==> config.mk <==
export PLATFORM = sky130hd
export DESIGN_NAME = online_serial_adder
export DESIGN_NICKNAME = d
export VERILOG_FILES = /design/src/rtl/online_arith_pkg.sv /design/src/rtl/online_digit_slice.sv /design/src/rtl/online_serial_adder.sv
export SDC_FILE = /design/constraint.sdc
export NUM_CORES = 1
export LEC_CHECK = 0
export CORE_MARGIN = 1
export CORE_UTILIZATION = 45
export DETAILED_ROUTE_END_ITERATION = 12
export PLACE_DENSITY_LB_ADDON = 0.15
export SLEW_MARGIN = 40
export SYNTH_ARGS = -nofsm -noshare
export SYNTH_HDL_FRONTEND = slang
export SYNTH_HIERARCHICAL = 1
export SYNTH_SLANG_ARGS = --single-unit
==> constraint.sdc <==
create_clock -name clk -period 2.2 [get_ports clk]
set_input_delay 0.44 -clock clk [delete_from_list [all_inputs] [get_ports clk]]
set_output_delay 0.44 -clock clk [all_outputs]
set_load 0.005 [all_outputs]
==> src/rtl/online_arith_pkg.sv <==
// Shared types and digit-range helpers for the radix-2^k online adder.
package online_arith_pkg;

    typedef enum logic [1:0] {
        IDLE  = 2'd0,
        RUN   = 2'd1,
        FLUSH = 2'd2
    } state_t;

    localparam int DEF_RADIX_LOG2 = 2;

    function automatic int digit_w(input int radix_log2);
        return radix_log2 + 1;
    endfunction

    function automatic int digit_max(input int radix_log2);
        return (1 << radix_log2) - 1;
    endfunction

    function automatic int digit_min(input int radix_log2);
        return -((1 << radix_log2) - 1);
    endfunction

    localparam int DEF_DIGIT_W   = digit_w(DEF_RADIX_LOG2);
    localparam int DEF_DIGIT_MAX = digit_max(DEF_RADIX_LOG2);
    localparam int DEF_DIGIT_MIN = digit_min(DEF_RADIX_LOG2);

endpackage

==> src/rtl/online_digit_slice.sv <==
// Splits a signed-digit pair sum into transfer t in {-1,0,1} and interim w.
module online_digit_slice
    import online_arith_pkg::*;
#(
    parameter int RADIX_LOG2 = 2
) (
    input  logic [RADIX_LOG2:0] x,
    input  logic [RADIX_LOG2:0] y,
    output logic [1:0]          t,
    output logic [RADIX_LOG2:0] w
);

    localparam int DW = digit_w(RADIX_LOG2);
    localparam logic signed [DW:0] HI = (DW+1)'(digit_max(RADIX_LOG2));
    localparam logic signed [DW:0] LO = (DW+1)'(digit_min(RADIX_LOG2));
    localparam logic signed [DW:0] R  = (DW+1)'(1 << RADIX_LOG2);

    logic signed [DW:0] s;
    logic signed [DW:0] d;

    always_comb begin
        s = $signed({x[DW-1], x}) + $signed({y[DW-1], y});
        d = s;
        t = 2'b00;
        if (s >= HI) begin
            t = 2'b01;
            d = s - R;
        end else if (s <= LO) begin
            t = 2'b11;
            d = s + R;
        end
        w = d[DW-1:0];
    end

endmodule

==> src/rtl/online_serial_adder.sv <==
// Online (MSD-first) signed-digit adder, delay 1, valid/ready on both sides.
// Optional carry-in on the flush digit: define ONLINE_ADDER_CIN_EN.
module online_serial_adder
    import online_arith_pkg::*;
#(
    parameter int N_DIGITS   = 8,
    parameter int RADIX_LOG2 = 2
) (
    input  logic                clk,
    input  logic                rst,
    input  logic                in_valid,
    output logic                in_ready,
    input  logic [RADIX_LOG2:0] din1,
    input  logic [RADIX_LOG2:0] din2,
`ifdef ONLINE_ADDER_CIN_EN
    input  logic [1:0]          cin,
`endif
    output logic                out_valid,
    input  logic                out_ready,
    output logic [RADIX_LOG2:0] dout,
    output logic                dout_first,
    output logic                dout_last
);

    localparam int DW = digit_w(RADIX_LOG2);
    localparam int CW = $clog2(N_DIGITS + 1);
    localparam logic [CW-1:0] LAST = CW'(N_DIGITS - 1);

    if (RADIX_LOG2 < 2) begin : g_bad_radix
        $error("online_serial_adder: RADIX_LOG2 must be >= 2");
    end
    if (N_DIGITS < 1) begin : g_bad_ndig
        $error("online_serial_adder: N_DIGITS must be >= 1");
    end

    state_t          state, state_n;
    logic [CW-1:0]   cnt, cnt_n;
    logic [DW-1:0]   w_q, w_n;
    logic [DW-1:0]   dout_n;
    logic            ov_n, first_n, last_n;
    logic [1:0]      t;
    logic [DW-1:0]   w;
    logic [DW-1:0]   t_x;
    logic [DW-1:0]   cin_x;
    logic            out_free;
    logic            acc;
    logic            acc_last;

    online_digit_slice #(
        .RADIX_LOG2(RADIX_LOG2)
    ) u_slice (
        .x(din1),
        .y(din2),
        .t(t),
        .w(w)
    );

`ifdef ONLINE_ADDER_CIN_EN
    logic [1:0] cin_q;

    always_ff @(posedge clk or posedge rst) begin
        if (rst) begin
            cin_q <= 2'b00;
        end else if (acc_last) begin
            cin_q <= cin;
        end
    end

    assign cin_x = {{(DW-2){cin_q[1]}}, cin_q};
`else
    assign cin_x = '0;
`endif

    assign t_x      = {{(DW-2){t[1]}}, t};
    assign out_free = !out_valid || out_ready;
    assign in_ready = (state != FLUSH) && out_free;
    assign acc      = in_valid && in_ready;
    assign acc_last = acc && (cnt == LAST);

    always_ff @(posedge clk or posedge rst) begin
        if (rst) begin
            state      <= IDLE;
            cnt        <= '0;
            w_q        <= '0;
            out_valid  <= 1'b0;
            dout       <= '0;
            dout_first <= 1'b0;
            dout_last  <= 1'b0;
        end else begin
            state      <= state_n;
            cnt        <= cnt_n;
            w_q        <= w_n;
            out_valid  <= ov_n;
            dout       <= dout_n;
            dout_first <= first_n;
            dout_last  <= last_n;
        end
    end

    always_comb begin
        state_n = state;
        cnt_n   = cnt;
        w_n     = w_q;
        ov_n    = out_valid && !out_ready;
        dout_n  = dout;
        first_n = dout_first;
        last_n  = dout_last;
        unique case (state)
            IDLE: begin
                if (acc) begin
                    dout_n  = t_x;
                    first_n = 1'b1;
                    last_n  = 1'b0;
                    ov_n    = 1'b1;
                    w_n     = w;
                    cnt_n   = cnt + 1'b1;
                    state_n = (cnt == LAST) ? FLUSH : RUN;
                end
            end
            RUN: begin
                if (acc) begin
                    dout_n  = w_q + t_x;
                    first_n = 1'b0;
                    last_n  = 1'b0;
                    ov_n    = 1'b1;
                    w_n     = w;
                    cnt_n   = cnt + 1'b1;
                    state_n = (cnt == LAST) ? FLUSH : RUN;
                end
            end
            FLUSH: begin
                if (out_free) begin
                    dout_n  = w_q + cin_x;
                    first_n = 1'b0;
                    last_n  = 1'b1;
                    ov_n    = 1'b1;
                    w_n     = '0;
                    cnt_n   = '0;
                    state_n = IDLE;
                end
            end
            default: begin
                state_n = IDLE;
                cnt_n   = '0;
            end
        endcase
    end

endmodule

Word-level counts from Yosys, hierarchy flattened. Cells that the tools add are included.

Register bits after elaboration: 15. Input port bits: 10.

$add $sub $neg: 5. Magnitude comparators: 2. Eq/ne operators: 8. Mux-type cells: 27. Reduce and logical (&&, ||, !) cells: 13.

Operators with widths (number): 3-bit two-way mux (7); 2-bit two-way mux (5); 3-bit case mux with 3 select lines (1); 4-bit two-way mux (2); 2-bit inequality test, second input constant (4); 4-bit case mux with 2 select lines (1); 1-bit two-way mux (6); 3-bit case mux with 2 select lines (1); 3-bit by 3-bit adder with 4-bit output (1); 4-bit by 1-bit adder with 4-bit output, second input constant (1); 4-bit by 3-bit == test with 1-bit output, second input constant (1); 4-bit by 3-bit >= comparator with 1-bit output, second input constant (1); 4-bit by 3-bit <= comparator with 1-bit output, second input constant (1); 1-bit case mux with 2 select lines (2); 2-bit case mux with 2 select lines (1); 4-bit AND reduction (1); 3-bit adder (1); 3-bit adder, second input constant (1); 1-bit logical AND (3); 1-bit case mux with 3 select lines (1); 3-bit AND reduction (1); 3-bit nonzero test (1); 3-bit subtractor, second input constant (1); 2-bit by 1-bit == test with 1-bit output, second input constant (1); 8 further kinds (9).

Longest topological paths before layout. Gate-level depths: netlist of the first run.

Depth after elaboration: 7. Depth in mapped cells: 13. Depth with buffers taken out: 12.

Modules after synthesis. The synthesis of the first run kept the hierarchy.

Modules (own cells, without submodules): online_serial_adder (instances 1, cells each 101, area each 960.9 um^2, sequential area each 375.4 um^2); online_digit_slice (instances 1, cells each 28, area each 207.7 um^2, sequential area each 0.0 um^2).

Worst setup path before layout of the first run. OpenSTA, ideal clock, no wires.

Kind: input-to-reg. Start: in din2[0]. End: reg dout[1]. Arrival: 2.787 ns. Data required time: 2.076 ns. Slack: -0.711 ns. Stages on the path: 10. Path buffers: 0. Cells stage by stage: ha_1 -> inv_1 -> fa_1 -> inv_1 -> a221oi_1 -> fa_1 -> a22o_1 -> nand2_1 -> a22oi_1 -> a211o_1.

Word-level cells in the longest chain between the ends: 7. Elaborated cells on any way between the ends: 9. Classes of those cells: add/sub (2); order compare (2); mux (5).

Ends and longest elaborated chain: from (decl) (RTL line online_serial_adder.sv:14) `input logic [RADIX_LOG2:0] din2,`; 3-bit by 3-bit adder with 4-bit output * (RTL line online_digit_slice.sv:22) `s = $signed({x[DW-1], x}) + $signed({y[DW-1], y});`; 4-bit by 3-bit <= comparator with 1-bit output (RTL line online_digit_slice.sv:28) `end else if (s <= LO) begin`; 2-bit two-way mux (RTL line online_digit_slice.sv:28); 2-bit two-way mux * (RTL line online_digit_slice.sv:25) `if (s >= HI) begin`; net t[1] (RTL line online_serial_adder.sv:41) `logic [1:0] t;`; 3-bit adder (RTL line online_serial_adder.sv:122) `dout_n = w_q + t_x;`; 3-bit two-way mux (RTL line online_serial_adder.sv:121) `if (acc) begin`; 3-bit case mux with 3 select lines * (RTL line online_serial_adder.sv:108) `unique case (state)`; to (signal assigned) (RTL line online_serial_adder.sv:94) `dout <= dout_n;`; to (decl) (RTL line online_serial_adder.sv:20) `output logic [RADIX_LOG2:0] dout,`.

Mark *: on every way through the listed nets, which the timed path passes. The rest lies on a longest branch. The select of a mux whose other input is x is not followed. A chain may end at the register's enable or synchronous reset.

Worst setup path after layout of the first run.
Start: in din1[0]. End: reg dout[2].

Word-level cells in the longest chain between the ends: 7. Elaborated cells on any way between the ends: 9. Classes of those cells: add/sub (2); order compare (2); mux (5).

Ends and longest elaborated chain: from (decl) (RTL line online_serial_adder.sv:13) `input logic [RADIX_LOG2:0] din1,`; 3-bit by 3-bit adder with 4-bit output * (RTL line online_digit_slice.sv:22); 4-bit by 3-bit <= comparator with 1-bit output (RTL line online_digit_slice.sv:28); 2-bit two-way mux (RTL line online_digit_slice.sv:28); 2-bit two-way mux * (RTL line online_digit_slice.sv:25); net t[0] (RTL line online_serial_adder.sv:41); 3-bit adder * (RTL line online_serial_adder.sv:122); 3-bit two-way mux * (RTL line online_serial_adder.sv:121); 3-bit case mux with 3 select lines * (RTL line online_serial_adder.sv:108).

Marked as above.

==> results.ini, run 1 <==
[final_layout]
num_antenna_cells = 0
nFillCells = 203
nNetsFinal = 185
stdcell_count = 193
multiInputGateArea_um2 = 792
drive_gt1_share_pct = 31.3
area_growth_pct = 34.9
seq_area_um2 = 375

[power_and_ir_drop]
fin_total_pwr_mw = 1.55
p_sw_uw = 611
p_per_area_nw_per_um2 = 981
power.internal_uw = 935
seqPwrFrac_pct = 31.1
p_sw_share_pct = 39.5
irDropWorstVdd_mv = 0.855
pwr-share-clk_pct = 10.5
comb_power_share_pct = 58.4
p_leak_nw = 0.711

[clocking]
cts.sinks = 15
path_clk_slew_ps = 90
clockBufferDepth = 2
cts_buffers = 3
clkLatencyLatePin_ps = 290
h-tree-depth = 1
cts_tree = yes
cts-root-buf = clkbuf_4

[synth]
synth_top_area_cell = dfrtp_1
synth-seq-cells = 15
yosys-top-cells-count = dfrtp_1, inv_1, ha_1, nand2_1
synthArstFlopShare_pct = 100
yosys-top-cells-area = dfrtp_1, ha_1, inv_1, fa_1, o21ai_0
synth_cell_types = 44
avgSynthCellArea_um2 = 9.06
syn_nets = 150
ys.warnings.count = 6
synth.most_common_cell = dfrtp_1
netlist_area_um2 = 1170
synth_top_area_share_pct = 32.1
ys.flop_type = dfrtp_1
synth-edff-count = 0
synth-seq-area-share_pct = 32.1
syn_inst = 129

[route]
avgViaCountPerCell = 5.60
drtPass1Iterations = 4
vias = 1080
drt_wl_total_um = 2700
drt_iter0_drc = 11
wl_per_cell_um = 14.0
ant_nets = 0
drc = 0

[die]
die_w_um = 53.0
start_util_pct = 47.6
io_pins = 17
die_h_um = 53.0
dieArea_um2 = 2800
rows = 18
core_area_um2 = 2450

[sta]
finClkSkew_ps = 2.47
rsz0062_at_grt = yes
drv_slew = 0
worst_pin_slew_ps = 578
finalHoldViolations = 0
clock.fmax_mhz = 379
fin_crit_sh_pct = 120
relSlewSlack_pct = 61.4
finalSetupViolCount = 2
fin_ws_ps = -436
min_period_ps = 2640

[placed_design]
gp_congestion = 0.764
numPortBuffers = 16
placed_cells = 183
dp_slack_ps = -1210
dpl.hpwl_um = 1980

[status]
status = finished, violations left
violations = setup timing

[global_routing]
grt-busiest-layer = met2
met3_usage_pct = 4.31
grt_usage_pct = 21.9
gr-total-overflow = 0
grt_pass1_wl_um = 4440
grt_max_degree = 16
grt_pass1_vias = 1046
grt_util_met2_pct = 36.7
grt_use_met1_pct = 27.0
antenna_found_initial = 0

[setup_path]
endpoint_kind = register
cp-start-kind = input pin
cp_max_fo = 3
arrival_ps = 2810
required_ps = 2380
critPathKind = in -> reg
reg2reg_setup_slack_ps = 210

[worst_hold_path]
hold_path_class = reg -> reg

[run]
timing.max_cap.violations = 0

-- path summary, 6_finish.rpt --
path	cells after the start	to	startpoint
max	12	dout[2]	din1[0]
min	1	cnt[3]	cnt[3]
max reg2reg	6	dout[2]	state[1]
min reg2reg	1	cnt[3]	cnt[3]
max in group asynchronous	2	state[1]	rst
min in group asynchronous	2	dout_first	rst
-- per-layer routing --
layer,wire length [um],vias up
li1,-,538
met1,1240,519
met2,1340,19
met3,95,4
met4,24,0
met5,0,-
-- critical path, stage by stage --
cell and delay (ps):
buf_6 100, ha_4 150, inv_2 40, fa_2 460
buf_6 140, o22a_1 200, ha_4 180, fa_2 400
xnor2_2 150, a21oi_1 130, o22ai_1 90, o311a_1 330
-- sequential cells by signal, summed over array words and instances (netlist names) --
signal      count
out_valid       1
cnt             4
dout            3
dout_last       1
dout_first      1
w_q             3
state           2
-- what timing repair did --
action,CTS,global route
setup buffers,5,1
resized for setup,29,2
pin swaps,15,3
hold buffers,0,0
setup endpoints to repair,4,4
-- stage by stage --
stage	cell area (um^2)	util (%)	hold slack (ps)	TNS [ps]
detailed placement	1460	59.5	480	-3690
floorplan	1200	-	341	-1250
finish	1580	64.2	493	-794
global route	1580	64.2	514	-944
CTS	1560	63.6	499	-841
global placement	1460	59.5	463	-3400
-- power groups by stage --
stage | clock network, mW | registers [mW] | logic (mW)
after floorplan | 0 | 0.467 | 0.625
after global placement | 0 | 0.479 | 0.834
after detailed placement | 0 | 0.482 | 0.851
after CTS | 0.169 | 0.477 | 0.893
after global routing | 0.179 | 0.495 | 1.00
final | 0.162 | 0.481 | 0.903
-- kinds of logic after synthesis --
logic type	share of synthesized area (%)
multiplexers	1.28
AO/OA/AOI/OAI	25.9
XOR/XNOR	1.50
adder cells (fa/ha/maj)	13.1
buffers and inverters	7.82
AND/OR/NAND/NOR	18.3
flip-flops	32.1
-- layout by cell type, fill, tap and decap left out, types with 2 or more instances in the layout --
master	n
buf_4	18
dfrtp_1	15
inv_1	10
clkdlybuf4s50_1	10
nand2_1	9
nor2_1	8
o21ai_0	8
a21oi_1	7
a22oi_1	4
ha_1	4
ha_4	4
nand2b_1	3
nand3_1	3
o21a_1	3
a211o_1	3
clkbuf_4	3
buf_6	3
a2bb2oi_2	2
nor3_1	2
a22o_2	2
a31oi_1	2
nand3b_1	2
or4_1	2
and3_1	2
a22o_1	2
fa_2	2
buf_2	2
dlygate4sd2_1	2
inv_2	2
-- cell type report --
type,instances,area share [%]
inverter,12,2.86
timing repair buffer,36,19.0
multi-input combinational,96,50.2
clock buffer,4,1.67
sequential,15,23.8
tap,30,2.38
(Power assumes the default switching activity.)
==> run 2, diff against run 1 <==
--- a/config.mk
+++ b/config.mk
@@ -8,7 +8,7 @@
 export CORE_MARGIN = 1
 export CORE_UTILIZATION = 45
 export DETAILED_ROUTE_END_ITERATION = 12
-export PLACE_DENSITY_LB_ADDON = 0.15
+export PLACE_DENSITY_LB_ADDON = 0.08
 export SLEW_MARGIN = 40
 export SYNTH_ARGS = -nofsm -noshare
 export SYNTH_HDL_FRONTEND = slang
==> results.ini, run 2 (synthesis gave the netlist of run 1 again) <==
[setup_path]
cp-start-kind = input pin
arrival_ps = 2800  ; about the same
reg2reg_setup_slack_ps = 100  ; -110 ps
rr_worst_depth = 6  ; unchanged
critPathKind = in -> reg
r2r_start = state[1]
cp_max_fo = 4  ; +1
required_ps = 2380  ; about the same
r2r_end = dout[2]
endpoint_kind = register

[route]
vias = 1105  ; +2.3%
drt_wl_total_um = 2830  ; +4.6%
ant_nets = 0  ; unchanged
drt_iter0_drc = 20  ; +9
wl_per_cell_um = 14.6  ; +4.0%
drtPass1Iterations = 4  ; unchanged
avgViaCountPerCell = 5.70  ; +1.8%
drc = 0  ; unchanged

[final_layout]
nFillCells = 210  ; +3.4%
seq_area_um2 = 375  ; unchanged
area_growth_pct = 37.0
final_util_pct = 65.2  ; +1.0 points
regMostFlops = cnt
final_common_cell = buf_4
num_antenna_cells = 0  ; unchanged
mostFrequentLayoutCells = buf_4, dfrtp_1, clkdlybuf4s50_1
top_regs = cnt (4), dout (3), w_q (3)
largest_register_ffs = 4  ; unchanged
finalInstanceArea_um2 = 1600  ; +1.6%
stdcell_count = 194  ; +0.52%
multiInputGateArea_um2 = 806  ; +1.7%
nNetsFinal = 186  ; +0.54%
drive_gt1_share_pct = 33.5  ; +2.2 points

[global_routing]
grt_pass1_vias = 1095  ; +4.7%
grt_pass1_wl_um = 4710  ; +5.9%
gr-total-overflow = 0  ; unchanged
grt_usage_pct = 23.3  ; +1.3 points
antenna_found_initial = 0  ; unchanged
grt_use_met1_pct = 31.1  ; +4.1 points
met3_usage_pct = 5.46  ; +1.1 points
grt_max_degree = 16  ; unchanged
grt-busiest-layer = met2
grt_util_met2_pct = 37.3  ; +0.63 points

[die]
dieArea_um2 = 2800  ; unchanged
rows = 18  ; unchanged
start_util_pct = 47.6  ; unchanged
die_w_um = 53.0  ; unchanged
io_pins = 17  ; unchanged
core_area_um2 = 2450  ; unchanged
die_h_um = 53.0  ; unchanged

[status]
status = finished, violations left
violations = setup timing

[placed_design]
placed_cells = 184  ; +0.55%
gp_congestion = 0.834  ; +9.2%
postPlaceCellArea_um2 = 1470  ; +0.51%
dp_slack_ps = -1190  ; +19.1 ps
numPortBuffers = 16  ; unchanged
dpl.hpwl_um = 2020  ; +1.8%

[sta]
finClkSkew_ps = 3.27  ; +0.794 ps
fin_crit_sh_pct = 119  ; -0.65 points
finalSetupViolCount = 3  ; +1
worst_pin_slew_ps = 569  ; -9.00 ps
min_period_ps = 2620  ; -14.2 ps
rsz0062_at_grt = yes
fin_ws_ps = -422  ; +14.2 ps
final.setup.tns_ps = -869  ; -75.3 ps
relSlewSlack_pct = 62.0  ; +0.60 points
drv_slew = 0  ; unchanged
clock.fmax_mhz = 381  ; +0.54%
finalHoldViolations = 0  ; unchanged

[run]
timing.max_cap.violations = 0  ; unchanged

[clocking]
h-tree-depth = 1  ; unchanged
cts-root-buf = clkbuf_4
path_clk_slew_ps = 90  ; about the same
cts_tree = yes
cts.sinks = 15  ; unchanged
clockBufferDepth = 2  ; unchanged
clkLatencyLatePin_ps = 290  ; about the same
cts_buffers = 3  ; unchanged

[power_and_ir_drop]
p_per_area_nw_per_um2 = 991  ; +1.1%
p_leak_nw = 0.721  ; +1.4%
irDropWorstVdd_mv = 0.737  ; -14%

[worst_hold_path]
hold_path_class = in -> async

-- run 2: cell types whose count changed in the layout (fill, tap and decap cells not counted), sizes merged --
cell,before,now
buf,24,25
-- run 2: metal layers --
| metal | vias up | wire (um) | share of wire [%] |
|---|---|---|---|
| li1 | 537 | - | - |
| met1 | 543 | 1340 | 47 |
| met2 | 18 | 1360 | 48 |
| met3 | 7 | 91 | 3.2 |
| met4 | 0 | 31 | 1.1 |
| met5 | - | 0 | 0 |
-- run 2: how the worst max path moves through the flow --
stage	from	endpoint	cells after the start
floorplan	din2[0]	dout[1]	13
finish	din2[0]	dout[2]	12
detailed placement	din2[0]	dout[1]	13
global placement	din2[0]	dout[1]	13
CTS	din1[0]	dout[1]	12
global route	din2[0]	dout[1]	13
-- run 2: final cells by class --
cell class	instances	area share, %
Sequential cell	15	23.4
Tap cell	30	2.34
Clock buffer	4	1.64
Multi-Input combinational cell	96	50.3
Inverter	12	2.81
Timing Repair Buffer	37	19.5
-- run 2: critical path, cell delays in order --
cell and delay, ps:
buf_8 70, ha_4 130, inv_2 40, fa_2 580
nor2b_2 60, o22a_1 240, ha_4 180, fa_2 390
xnor2_2 160, a21oi_2 130, o22ai_1 90, o311a_1 290
-- run 2: power by group --
group          internal (mW)  switching (mW)
clock                 0.0706          0.0888
sequential             0.380          0.0960
combinational          0.499           0.454
total                  0.949           0.639
-- run 2: what timing repair did --
action,4_1_cts,5_1_grt
pin swaps,13,7
setup buffers,5,1
resized for setup,30,4
hold buffers,0,0
endpoints found under the setup margin,5,4
-- run 2: stage by stage --
step / hold WS, ps / total power, mW
6_report: 488 / 1.59
5_1_grt: 504 / 1.72
4_1_cts: 484 / 1.55
3_5_place_dp: 468 / 1.34
3_3_place_gp: 463 / 1.31
2_1_floorplan: 341 / 1.09
